--- src/rtl/mux_arb_reg.sv ---
// mux_arb_reg
// Registered NCH-channel, WIDTH-bit selector with a valid/ready handshake on
// every input channel and on the single output.
//
// Two selection modes:
//   mode = 0  manual     : the channel named by `control` is granted if it is
//                          valid. An out-of-range `control` grants nothing.
//   mode = 1  arbitrate  : the first valid channel is granted. The search is
//                          fixed priority (lowest index wins) by default, or
//                          round-robin when MUX_ARB_RR_EN is defined.
//
// Build option:
//   MUX_ARB_RR_EN  defined   -> round-robin arbitration with pointer rr_ptr
//                  undefined -> fixed-priority arbitration, no rr_ptr
//
// Ports:
//   clock      in   1          rising-edge clock
//   reset_n    in   1          asynchronous active-low reset
//   in_data    in   NCH*WIDTH  channel k at [k*WIDTH +: WIDTH]
//   in_valid   in   NCH        per-channel valid
//   in_ready   out  NCH        per-channel ready (one-hot or zero)
//   mode       in   1          0 = manual, 1 = arbitrate
//   control    in   SELW       manual channel select
//   out_data   out  WIDTH      registered data
//   out_chan   out  SELW       source channel of out_data
//   out_valid  out  1          output register holds a word
//   out_ready  in   1          consumer accepts the held word
module mux_arb_reg #(
    parameter int WIDTH = 16,
    parameter int NCH   = 4,
    parameter int SELW  = 2
) (
    input  logic                 clock,
    input  logic                 reset_n,
    input  logic [NCH*WIDTH-1:0] in_data,
    input  logic [NCH-1:0]       in_valid,
    output logic [NCH-1:0]       in_ready,
    input  logic                 mode,
    input  logic [SELW-1:0]      control,
    output logic [WIDTH-1:0]     out_data,
    output logic [SELW-1:0]      out_chan,
    output logic                 out_valid,
    input  logic                 out_ready
);

    logic             slot_free;
    logic             load;
    logic             grant_valid;
    logic [SELW-1:0]  grant;
    logic [WIDTH-1:0] grant_data;

    logic             man_valid;
    logic             arb_valid;
    logic [SELW-1:0]  arb_sel;

    // The output register can take a new word when it is empty or when the
    // word it holds leaves on this same edge.
    assign slot_free = !out_valid || out_ready;

    // Manual select. Matching against every legal index (instead of indexing
    // in_valid with control directly) makes control >= NCH grant nothing.
    always_comb begin
        man_valid = 1'b0;
        for (int k = 0; k < NCH; k++) begin
            if (control == SELW'(k) && in_valid[k]) begin
                man_valid = 1'b1;
            end
        end
    end

`ifdef MUX_ARB_RR_EN
    logic [SELW-1:0] rr_ptr;
    logic [SELW-1:0] cand;

    // Round-robin search starting one past the last arbitrated grant.
    always_comb begin
        arb_valid = 1'b0;
        arb_sel   = '0;
        cand      = '0;
        for (int i = 1; i <= NCH; i++) begin
            cand = SELW'((int'(rr_ptr) + i) % NCH);
            if (!arb_valid && in_valid[cand]) begin
                arb_valid = 1'b1;
                arb_sel   = cand;
            end
        end
    end

    // Reset value NCH-1 makes the first search after reset begin at channel 0.
    // Manual-mode transfers leave the pointer alone.
    always_ff @(posedge clock or negedge reset_n) begin
        if (!reset_n) begin
            rr_ptr <= SELW'(NCH - 1);
        end else if (load && mode) begin
            rr_ptr <= grant;
        end
    end
`else
    // Fixed priority: scanning downwards leaves the lowest valid index.
    always_comb begin
        arb_valid = 1'b0;
        arb_sel   = '0;
        for (int k = NCH - 1; k >= 0; k--) begin
            if (in_valid[k]) begin
                arb_valid = 1'b1;
                arb_sel   = SELW'(k);
            end
        end
    end
`endif

    assign grant       = mode ? arb_sel   : control;
    assign grant_valid = mode ? arb_valid : man_valid;
    assign load        = slot_free && grant_valid;

    always_comb begin
        grant_data = '0;
        for (int k = 0; k < NCH; k++) begin
            if (grant == SELW'(k)) begin
                grant_data = in_data[k*WIDTH +: WIDTH];
            end
        end
    end

    // reset_n gates in_ready so no producer sees a handshake while the
    // output register is being held in reset.
    always_comb begin
        in_ready = '0;
        for (int k = 0; k < NCH; k++) begin
            in_ready[k] = reset_n && load && (grant == SELW'(k));
        end
    end

    // Load has precedence over drain, so a word leaving and a word arriving
    // on the same edge produce no bubble. Data and channel hold on drain.
    always_ff @(posedge clock or negedge reset_n) begin
        if (!reset_n) begin
            out_data  <= '0;
            out_chan  <= '0;
            out_valid <= 1'b0;
        end else if (load) begin
            out_data  <= grant_data;
            out_chan  <= grant;
            out_valid <= 1'b1;
        end else if (out_ready) begin
            out_valid <= 1'b0;
        end
    end

endmodule
--- config.mk ---
export PLATFORM = sky130hd
export DESIGN_NAME = mux_arb_reg
export DESIGN_NICKNAME = d
export VERILOG_FILES = /design/src/rtl/mux_arb_reg.sv
export SDC_FILE = /design/constraint.sdc
export NUM_CORES = 1
export LEC_CHECK = 0
export BUFFER_PORTS_ARGS = -buffer_cell sky130_fd_sc_hd__buf_4
export CAP_MARGIN = 30
export CORE_UTILIZATION = 42
export CTS_CLUSTER_DIAMETER = 200
export DETAILED_ROUTE_END_ITERATION = 6
export PLACE_DENSITY = 0.81
export SLEW_MARGIN = 40
export SYNTH_ARGS = -nofsm -noshare
export SYNTH_HDL_FRONTEND = slang
export SYNTH_SLANG_ARGS = --single-unit
--- constraint.sdc ---
create_clock -name clock -period 2.45 [get_ports clock]
set_clock_uncertainty 0.1 [all_clocks]
set_input_delay 0.6125 -clock clock [delete_from_list [all_inputs] [get_ports clock]]
set_output_delay 0.6125 -clock clock [all_outputs]
set_load 0.01 [all_outputs]
==> metrics.cfg, run 1 <==
[timing]
max_freq_mhz = 412
slew_headroom_pct = 74.8
rsz0062_at_grt = true
setup_viol = 0
finalCriticalPeriod_ns = 2.42
tightest_slew_ns = 0.377
timing.final.hold_violations = 0
drv_slew = 0
tns_ns = 0
fin_crit_sh_pct = 99.0

[placement]
gp_congestion = 0.718
numPortBuffers = 96
hpwlAfterDp_um = 2900

[route]
drc = 0
num_vias = 1323
ant_nets = 0
viasPerCell = 4.94
drt_iter0_drc = 25
wl_per_cell_um = 13.6
drtPass1Iterations = 4
wl_um = 3640

[critical_path]
path_max_fanout = 5
required_ns = 1.74
cp_slowest_stage_delay_ns = 0.49
cp_common_cell = buf_6
ff2ff_setup_slack_ns = 0.89
start_kind = input port
end_kind = output pin
critPathTopFamily = multiplexers
path_class = input port to output pin
crit_buf_inv = 2
arrival_ns = 1.71
crit_slowest_cell = mux4_2
crit_path_cell_trace = buf_6 > mux4_2 > o21ai_2 > a21oi_2 > and3_1 > buf_6

[cts]
cts_tree = done
numCtsBuffers = 3
clkTransAtPathRegs_ns = 0.12
clk_latency_ns = 0.29
clockBufferDepth = 2
h-tree-depth = 1
root_buffer = clkbuf_4
holdBufCountCts = 0
cts_sinks = 19

[global_routing]
grt_first_pass_wirelength_um = 5330
antenna_found_initial = 0
grt_pass1_vias = 1224
overflow = 0
grt_usage_pct = 19.5
grt_max_degree = 24

[floorplanning]
dieArea_um2 = 3740
core_area_um2 = 3340
rows = 21
die_w_um = 61.2
ios = 97
start_util_pct = 44.1
die_y_um = 61.2

[logic_synthesis]
syn_nets = 191
syn-cell-area_um2 = 1470
ys_ff_latch = 19
synth_cell_types = 23
ys.warnings.count = 0
ys_seq_area_share_pct = 32.3
postSynthCellCount = 117
avgSynthCellArea_um2 = 12.6

[power]
vdd_ir_drop_max_mv = 0.268
powerDensity_nw_per_um2 = 490
power_leakage_nw = 1.26
design_power_total_mw = 1.14

[layout]
final_common_cell = buf_4
layout_common_cells = buf_4 (99), mux2i_1 (49), dfrtp_1 (19)
drive_gt1_share_pct = 61.3
finalNetCount = 297
syn_to_final_growth_pct = 58.8
nFillCells = 240
antenna_cells = 0

[run]
max_cap_violations = 0

[min_path]
min_path_type = input port to async pin

[outcome]
outcome = completed

flip-flops by register name, indices dropped and copies added (netlist names):
name       cells
out_chan       2
out_valid      1
out_data      16
report_power, final:
part | total, mW | switching (mW) | internal (mW)
registers | 0.432 | 0.0454 | 0.386
clock network | 0.166 | 0.105 | 0.0608
logic | 0.547 | 0.201 | 0.346
timing repair:
action	in CTS	in global routing
buffers inserted	2	1
resized for setup	7	3
endpoints found under the setup margin	4	4
pin swaps	2	3
stage by stage:
stage | hold slack [ns] | utilization (%) | area (um2) | worst slack (ns) | cells
2_1_floorplan | 0.217 | - | 1470 | 0.0815 | 117
3_5_place_dp | 0.395 | 67.4 | 2250 | -0.0121 | 261
6_report | 0.0753 | 70.0 | 2330 | 0.0253 | 268
3_3_place_gp | 0.396 | 67.4 | 2250 | 0.00639 | 261
4_1_cts | 0.0727 | 69.4 | 2320 | -0.00251 | 267
5_1_grt | 0.0785 | 70.0 | 2330 | -0.0170 | 268
path summary, 6_finish.rpt:
kind / end / startpoint / cells after the start
hold reg to reg: out_data[12] / out_data[12] / 1
max in group asynchronous: out_chan[0] / reset_n / 1
setup / recovery: in_ready[3] / control[0] / 6
min in group clock: out_valid / out_ready / 2
setup reg to reg: out_chan[1] / out_valid / 4
hold / removal: out_data[12] / reset_n / 1
cell usage after synthesis, drive strengths merged:
| master | count | area [um2] |
|---|---|---|
| a21oi | 2 | 13.8 |
| and3 | 2 | 12.5 |
| and4 | 2 | 17.5 |
| buf | 8 | 98.8 |
| dfrtp | 19 | 475 |
| inv | 6 | 22.5 |
| mux2 | 17 | 248 |
| mux2i | 49 | 490 |
| mux4 | 1 | 22.5 |
| nand2 | 1 | 3.75 |
| nand2b | 1 | 6.26 |
| nand3 | 1 | 5.00 |
| nor2 | 4 | 15.0 |
| o21ai | 2 | 13.8 |
| o31a | 1 | 8.76 |
| o41ai | 1 | 16.3 |
kinds of logic after synthesis:
group	synth area share, %
DFF	32.3
AOI/OAI and AO/OA	3.57
buffers and inverters	8.25
and+or+nand+nor	4.08
muxes	51.7
per-layer routing:
metal  wire (um)  part of all wire (%)  track usage [%]
met2        1860                    51             35.7
met5           0                     0                0
met4          25                  0.69             7.47
met3         331                   9.1             5.25
met1        1430                    39             21.3
layout make-up:
class	instances	area [um2]	area share [%]
flip-flops and latches	19	475	20.4
clock inverters	1	5.00	0.214
inverters	6	22.5	0.965
well taps	46	57.6	2.47
clock buffers	3	22.5	0.965
repair buffers	109	865	37.0
multi-input cells	84	887	38.0
No activity file was read; power rests on OpenSTA's default activity.
==> run 2: changes to the inputs <==
- BUFFER_PORTS_ARGS: -buffer_cell sky130_fd_sc_hd__buf_4 -> -buffer_cell sky130_fd_sc_hd__clkbuf_2
==> run 2 against run 1 <==
Critical path depth is the same. Die area stayed put. Count of clock-buffer cells in the layout increased by 1. Non-clock buffer count is 2 higher. Via count decreased by 0.23%. Register-to-register slack improved by 0.03 ns. Worst setup slack worse by 0.018 ns. Fmax fell by 0.72%. Sequential cell count stayed put. First-iteration DRC count is 64% higher. Largest power group unchanged.
==> metrics.cfg, run 2 (synthesis gave the netlist of run 1 again) <==
[global_routing]
grt_pass1_vias = 1195  ; -2.4%
overflow = 0  ; unchanged
grt_usage_pct = 18.4  ; -1.0 points
grt_max_degree = 25  ; +4.2%
grt_first_pass_wirelength_um = 4990  ; -6.5%
antenna_found_initial = 0  ; unchanged

[route]
viasPerCell = 4.89  ; -0.97%
num_vias = 1320  ; -0.23%
wl_per_cell_um = 12.5  ; -8.4%
wl_um = 3360  ; -7.7%
drtPass1Iterations = 3  ; -1
drt_iter0_drc = 41  ; +64%
drc = 0  ; unchanged
ant_nets = 0  ; unchanged

[floorplanning]
core_area_um2 = 3340  ; unchanged
die_y_um = 61.2  ; unchanged
ios = 97  ; unchanged
dieArea_um2 = 3740  ; unchanged
die_w_um = 61.2  ; unchanged
rows = 21  ; unchanged
start_util_pct = 44.1  ; unchanged

[layout]
final_common_cell = clkbuf_2
drive_gt1_share_pct = 61.2  ; -0.10 points
finalNetCount = 299  ; +0.67%
antenna_cells = 0  ; unchanged
largest_registers = out_data: 16 flops, out_chan: 2 flops, out_valid: 1 flops
syn_to_final_growth_pct = 44.0
largest_register_ffs = 16  ; unchanged
largest-register = out_data
layout_common_cells = clkbuf_2 (89), mux2i_1 (49), dfrtp_1 (19)

[run]
max_cap_violations = 0  ; unchanged

[critical_path]
ff2ff_setup_slack_ns = 0.92  ; +0.03 ns
path_class = input port to output pin
end_kind = output pin
required_ns = 1.74  ; about the same
path_max_fanout = 5  ; unchanged
timing.rr.end = out_chan[1]
start_kind = input port
rr_worst_depth = 4  ; unchanged
rr_startpoint = out_valid
arrival_ns = 1.73  ; +0.02 ns

[cts]
holdBufCountCts = 0  ; unchanged
cts_tree = done
h-tree-depth = 1  ; unchanged
clockBufferDepth = 2  ; unchanged
clk_latency_ns = 0.29  ; about the same
root_buffer = clkbuf_4
numCtsBuffers = 3  ; unchanged
cts_sinks = 19  ; unchanged
clkTransAtPathRegs_ns = 0.10  ; -0.02 ns

[placement]
dpl_worst_slack_ns = -0.0826  ; -0.0706 ns
gp_congestion = 0.726  ; +1.1%
hpwlAfterDp_um = 2670  ; -7.9%
numPortBuffers = 96  ; unchanged

[timing]
fin_crit_sh_pct = 99.7  ; +0.72 points
slew_headroom_pct = 74.5  ; -0.20 points
setup_viol = 0  ; unchanged
rsz0062_at_grt = true
setup_slack_ns = 0.00775  ; -0.0176 ns
max_freq_mhz = 409  ; -0.72%
finalCriticalPeriod_ns = 2.44  ; +0.0176 ns
drv_slew = 0  ; unchanged
hold-worst-slack_ns = 0.0908  ; +0.0155 ns
timing.final.hold_violations = 0  ; unchanged
tightest_slew_ns = 0.382  ; +0.00435 ns

[outcome]
outcome = completed

[power]
powerDensity_nw_per_um2 = 500  ; +2.0%
power_leakage_nw = 1.20  ; -4.5%
vdd_ir_drop_max_mv = 0.219  ; -18%

[min_path]
min_path_type = input port to async pin

## run 2: changes by cell type in the layout (fill, tap and decap cells not counted), sizes merged
cell,before,now
buf,109,22
clkbuf,3,93
clkinv,1,0
## run 2: worst max-delay path, stage by stage
cell	delay, ns
buf_6	0.08
mux4_2	0.51
o21ai_4	0.17
a21oi_4	0.06
and4_1	0.17
buf_2	0.13
## run 2: report_power, final
part / internal, mW / switching (mW)
clock: 0.0632 / 0.0910
sequential: 0.386 / 0.0448
combinational: 0.276 / 0.196
total: 0.726 / 0.332
## run 2: repair_timing
item,4_1_cts,5_1_grt
gates resized for setup,2,14
setup endpoints to repair,4,4
buffers inserted,2,2
pin swaps,0,1
## run 2: stage by stage
step / util [%] / area [um2] / power (mW) / setup TNS, ns / std cells
global placement: 60.3 / 2010 / 0.884 / -0.0895 / 262
CTS: 61.9 / 2060 / 1.06 / -0.0483 / 268
detailed placement: 60.3 / 2010 / 0.896 / -0.647 / 262
finish: 63.4 / 2120 / 1.06 / 0 / 270
global route: 63.4 / 2120 / 1.14 / -0.107 / 270
floorplan: - / 1470 / 0.720 / 0 / 117
## run 2: how the worst max path moves through the flow
| stage | slack [ns] | startpoint | endpoint | cells past startpoint |
|---|---|---|---|---|
| floorplan | 0.08 | control[0] | in_ready[0] | 5 |
| global placement | -0.03 | in_valid[0] | out_data[14] | 6 |
| detailed placement | -0.08 | in_valid[0] | out_data[8] | 6 |
| CTS | -0.02 | control[0] | in_ready[2] | 6 |
| global route | -0.04 | control[0] | in_ready[0] | 6 |
| finish | 0.008 | control[0] | in_ready[0] | 6 |
## run 2: final cells by class
type	instances	area (um2)
fill	306	1220
multi-input combinational	84	905
timing repair buffer	111	631
sequential	19	475
tap	46	57.6
clock buffer	4	26.3
inverter	6	22.5
## run 2: metal layers
metal	vias to the layer above	global-route usage, %	wire, um	share of wire, %
met3	6	3.15	233	6.9
li1	638	-	-	-
met2	68	34.2	1690	50
met5	-	0	0	0
met1	608	21.1	1380	41
met4	0	6.82	63	1.9
==> run 3: changes to the inputs <==
- CORE_ASPECT_RATIO: not set -> 0.6
- MAX_ROUTING_LAYER: not set -> met4
==> run 3 against run 2 <==
Combinational power increased by 0.8%. Critical path depth unchanged. Cell area up 0.35%. Sequential power about the same. Sequential cell count did not move. Critical path type unchanged. Largest cell class unchanged.
==> metrics.cfg, run 3 (synthesis gave the netlist of run 1 again) <==
[critical_path]
path_class = input port to output pin
rr_startpoint = out_valid
end_kind = output pin
crit_path_cell_trace = clkbuf_2 > mux4_2 > o21ai_4 > a21oi_4 > and3_1 > buf_2
ff2ff_setup_slack_ns = 0.85  ; -0.07 ns
required_ns = 1.74  ; about the same
startpoint = in_valid[1]
start_kind = input port
path_max_fanout = 5  ; unchanged
cp_slowest_stage_delay_ns = 0.49  ; -0.02 ns
arrival_ns = 1.74  ; about the same
timing.rr.end = out_data[15]
crit_slowest_cell = mux4_2
rr_worst_depth = 5  ; +1

[power]
design_power_total_mw = 1.12  ; +5.5%
vdd_ir_drop_max_mv = 0.245  ; +12%
share_comb_of_total_power_pct = 42.7  ; -2.0 points
switching_share_pct = 30.4  ; -1.0 points
clock_power_share_pct = 18.9  ; +4.3 points
switchingPower_uw = 339  ; +2.1%
powerDensity_nw_per_um2 = 525  ; +5.1%
pwr-share-seq_pct = 38.4  ; -2.3 points
p_int_uw = 777  ; +7.0%
power_leakage_nw = 1.20  ; +0.39%

[layout]
syn_to_final_growth_pct = 44.5
instances_no_fill = 268  ; -0.74%
largest_registers = out_data: 16 flops, out_chan: 2 flops, out_valid: 1 flops
finalNetCount = 298  ; -0.33%
utilization_pct = 64.3  ; +0.88 points
final_common_cell = clkbuf_2
layout_common_cells = clkbuf_2 (90), mux2i_1 (49), dfrtp_1 (19)
nFillCells = 286  ; -6.5%
largest-register = out_data
multi_input_area_um2 = 907  ; +0.28%
antenna_cells = 0  ; unchanged
drive_gt1_share_pct = 61.0  ; -0.17 points
ff_latch_area_um2 = 475  ; unchanged
fin_area_um2 = 2120  ; +0.35%
largest_register_ffs = 16  ; unchanged

[cts]
cts_sinks = 19  ; unchanged
root_buffer = clkbuf_8
h-tree-depth = 1  ; unchanged
cts_tree = done
numCtsBuffers = 3  ; unchanged
clockBufferDepth = 2  ; unchanged
clkTransAtPathRegs_ns = 0.07  ; -0.03 ns
holdBufCountCts = 0  ; unchanged
clk_latency_ns = 0.25  ; -0.04 ns

[timing]
tightest_slew_ns = 0.378  ; -0.00376 ns
max_freq_mhz = 408  ; -0.27%
setup_viol = 0  ; unchanged
hold-worst-slack_ns = 0.0635  ; -0.0272 ns
finalCriticalPeriod_ns = 2.45  ; +0.00657 ns
slew_headroom_pct = 74.7  ; +0.16 points
rsz0062_at_grt = true
drv_slew = 0  ; unchanged
tns_ns = 0  ; unchanged
setup_slack_ns = 0.00118  ; -0.00657 ns
fin_crit_sh_pct = 100  ; +0.27 points
timing.final.hold_violations = 0  ; unchanged

[placement]
hpwlAfterDp_um = 2670  ; -0.29%
numPortBuffers = 96  ; unchanged
dpl_worst_slack_ns = -0.0479  ; +0.0347 ns
dp.cells = 260  ; -0.76%
placed_area_um2 = 2000  ; -0.44%
gp_congestion = 0.648  ; -11%

[route]
viasPerCell = 4.79  ; -2.0%
ant_nets = 0  ; unchanged
drt_iter0_drc = 44  ; +7.3%
drtPass1Iterations = 4  ; +1
drc = 0  ; unchanged
num_vias = 1284  ; -2.7%
wl_per_cell_um = 12.8  ; +2.8%
wl_um = 3430  ; +2.0%

[outcome]
outcome = completed

[global_routing]
grt_max_degree = 19  ; -24%
antenna_found_initial = 0  ; unchanged
grt_pass1_vias = 1106  ; -7.4%
grt_first_pass_wirelength_um = 4770  ; -4.4%
overflow = 0  ; unchanged
grt_usage_pct = 18.1  ; -0.31 points

[floorplanning]
rows = 16  ; -24%
start_util_pct = 44.5  ; +0.45 points
ios = 97  ; unchanged
core_area_um2 = 3300  ; -1.0%
dieArea_um2 = 3750  ; +0.21%
die_y_um = 47.8  ; -22%
die_w_um = 78.4  ; +28%

[run]
max_cap_violations = 0  ; unchanged

[min_path]
min_path_type = input port to async pin

## run 3: metal layers
metal | track usage, % | share of wire, % | vias up | wire length, um
li1 | - | - | 636 | -
met1 | 21.4 | 47 | 583 | 1610
met2 | 31.4 | 45 | 63 | 1540
met3 | 6.10 | 8.0 | 2 | 276
met4 | 3.33 | 0.23 | 0 | 8
met5 | - | 0 | - | 0
## run 3: critical path, delay by kind of cell
kind            cells  cell delay, ns
buf+inv             2            0.25
compound gates      2            0.23
simple gates        1            0.16
mux                 1            0.49
## run 3: power by group through the flow
stage	Clock, mW	Combinational, mW	Sequential (mW)
2_1_floorplan	0	0.255	0.465
3_3_place_gp	0	0.454	0.431
3_5_place_dp	0	0.463	0.432
4_1_cts	0.220	0.473	0.429
5_1_grt	0.233	0.517	0.436
6_report	0.211	0.477	0.428
## run 3: cell type report
cell class,instances,share of cell area (%)
flip-flops and latches,19,22.4
inverters,6,1.06
well taps,45,2.65
repair buffers,110,29.1
clock buffers,4,2.12
multi-input cells,84,42.7
## run 3: how the worst max path moves through the flow
stage / end
2_1_floorplan: in_ready[0]
6_report: in_ready[3]
3_5_place_dp: in_ready[0]
3_3_place_gp: in_ready[2]
5_1_grt: in_ready[3]
4_1_cts: in_ready[3]
## run 3: repair_timing
item / CTS / global route
pin swaps: 4 / 4
setup endpoints to repair: 4 / 4
resized for setup: 2 / 13
setup buffers: 2 / 2
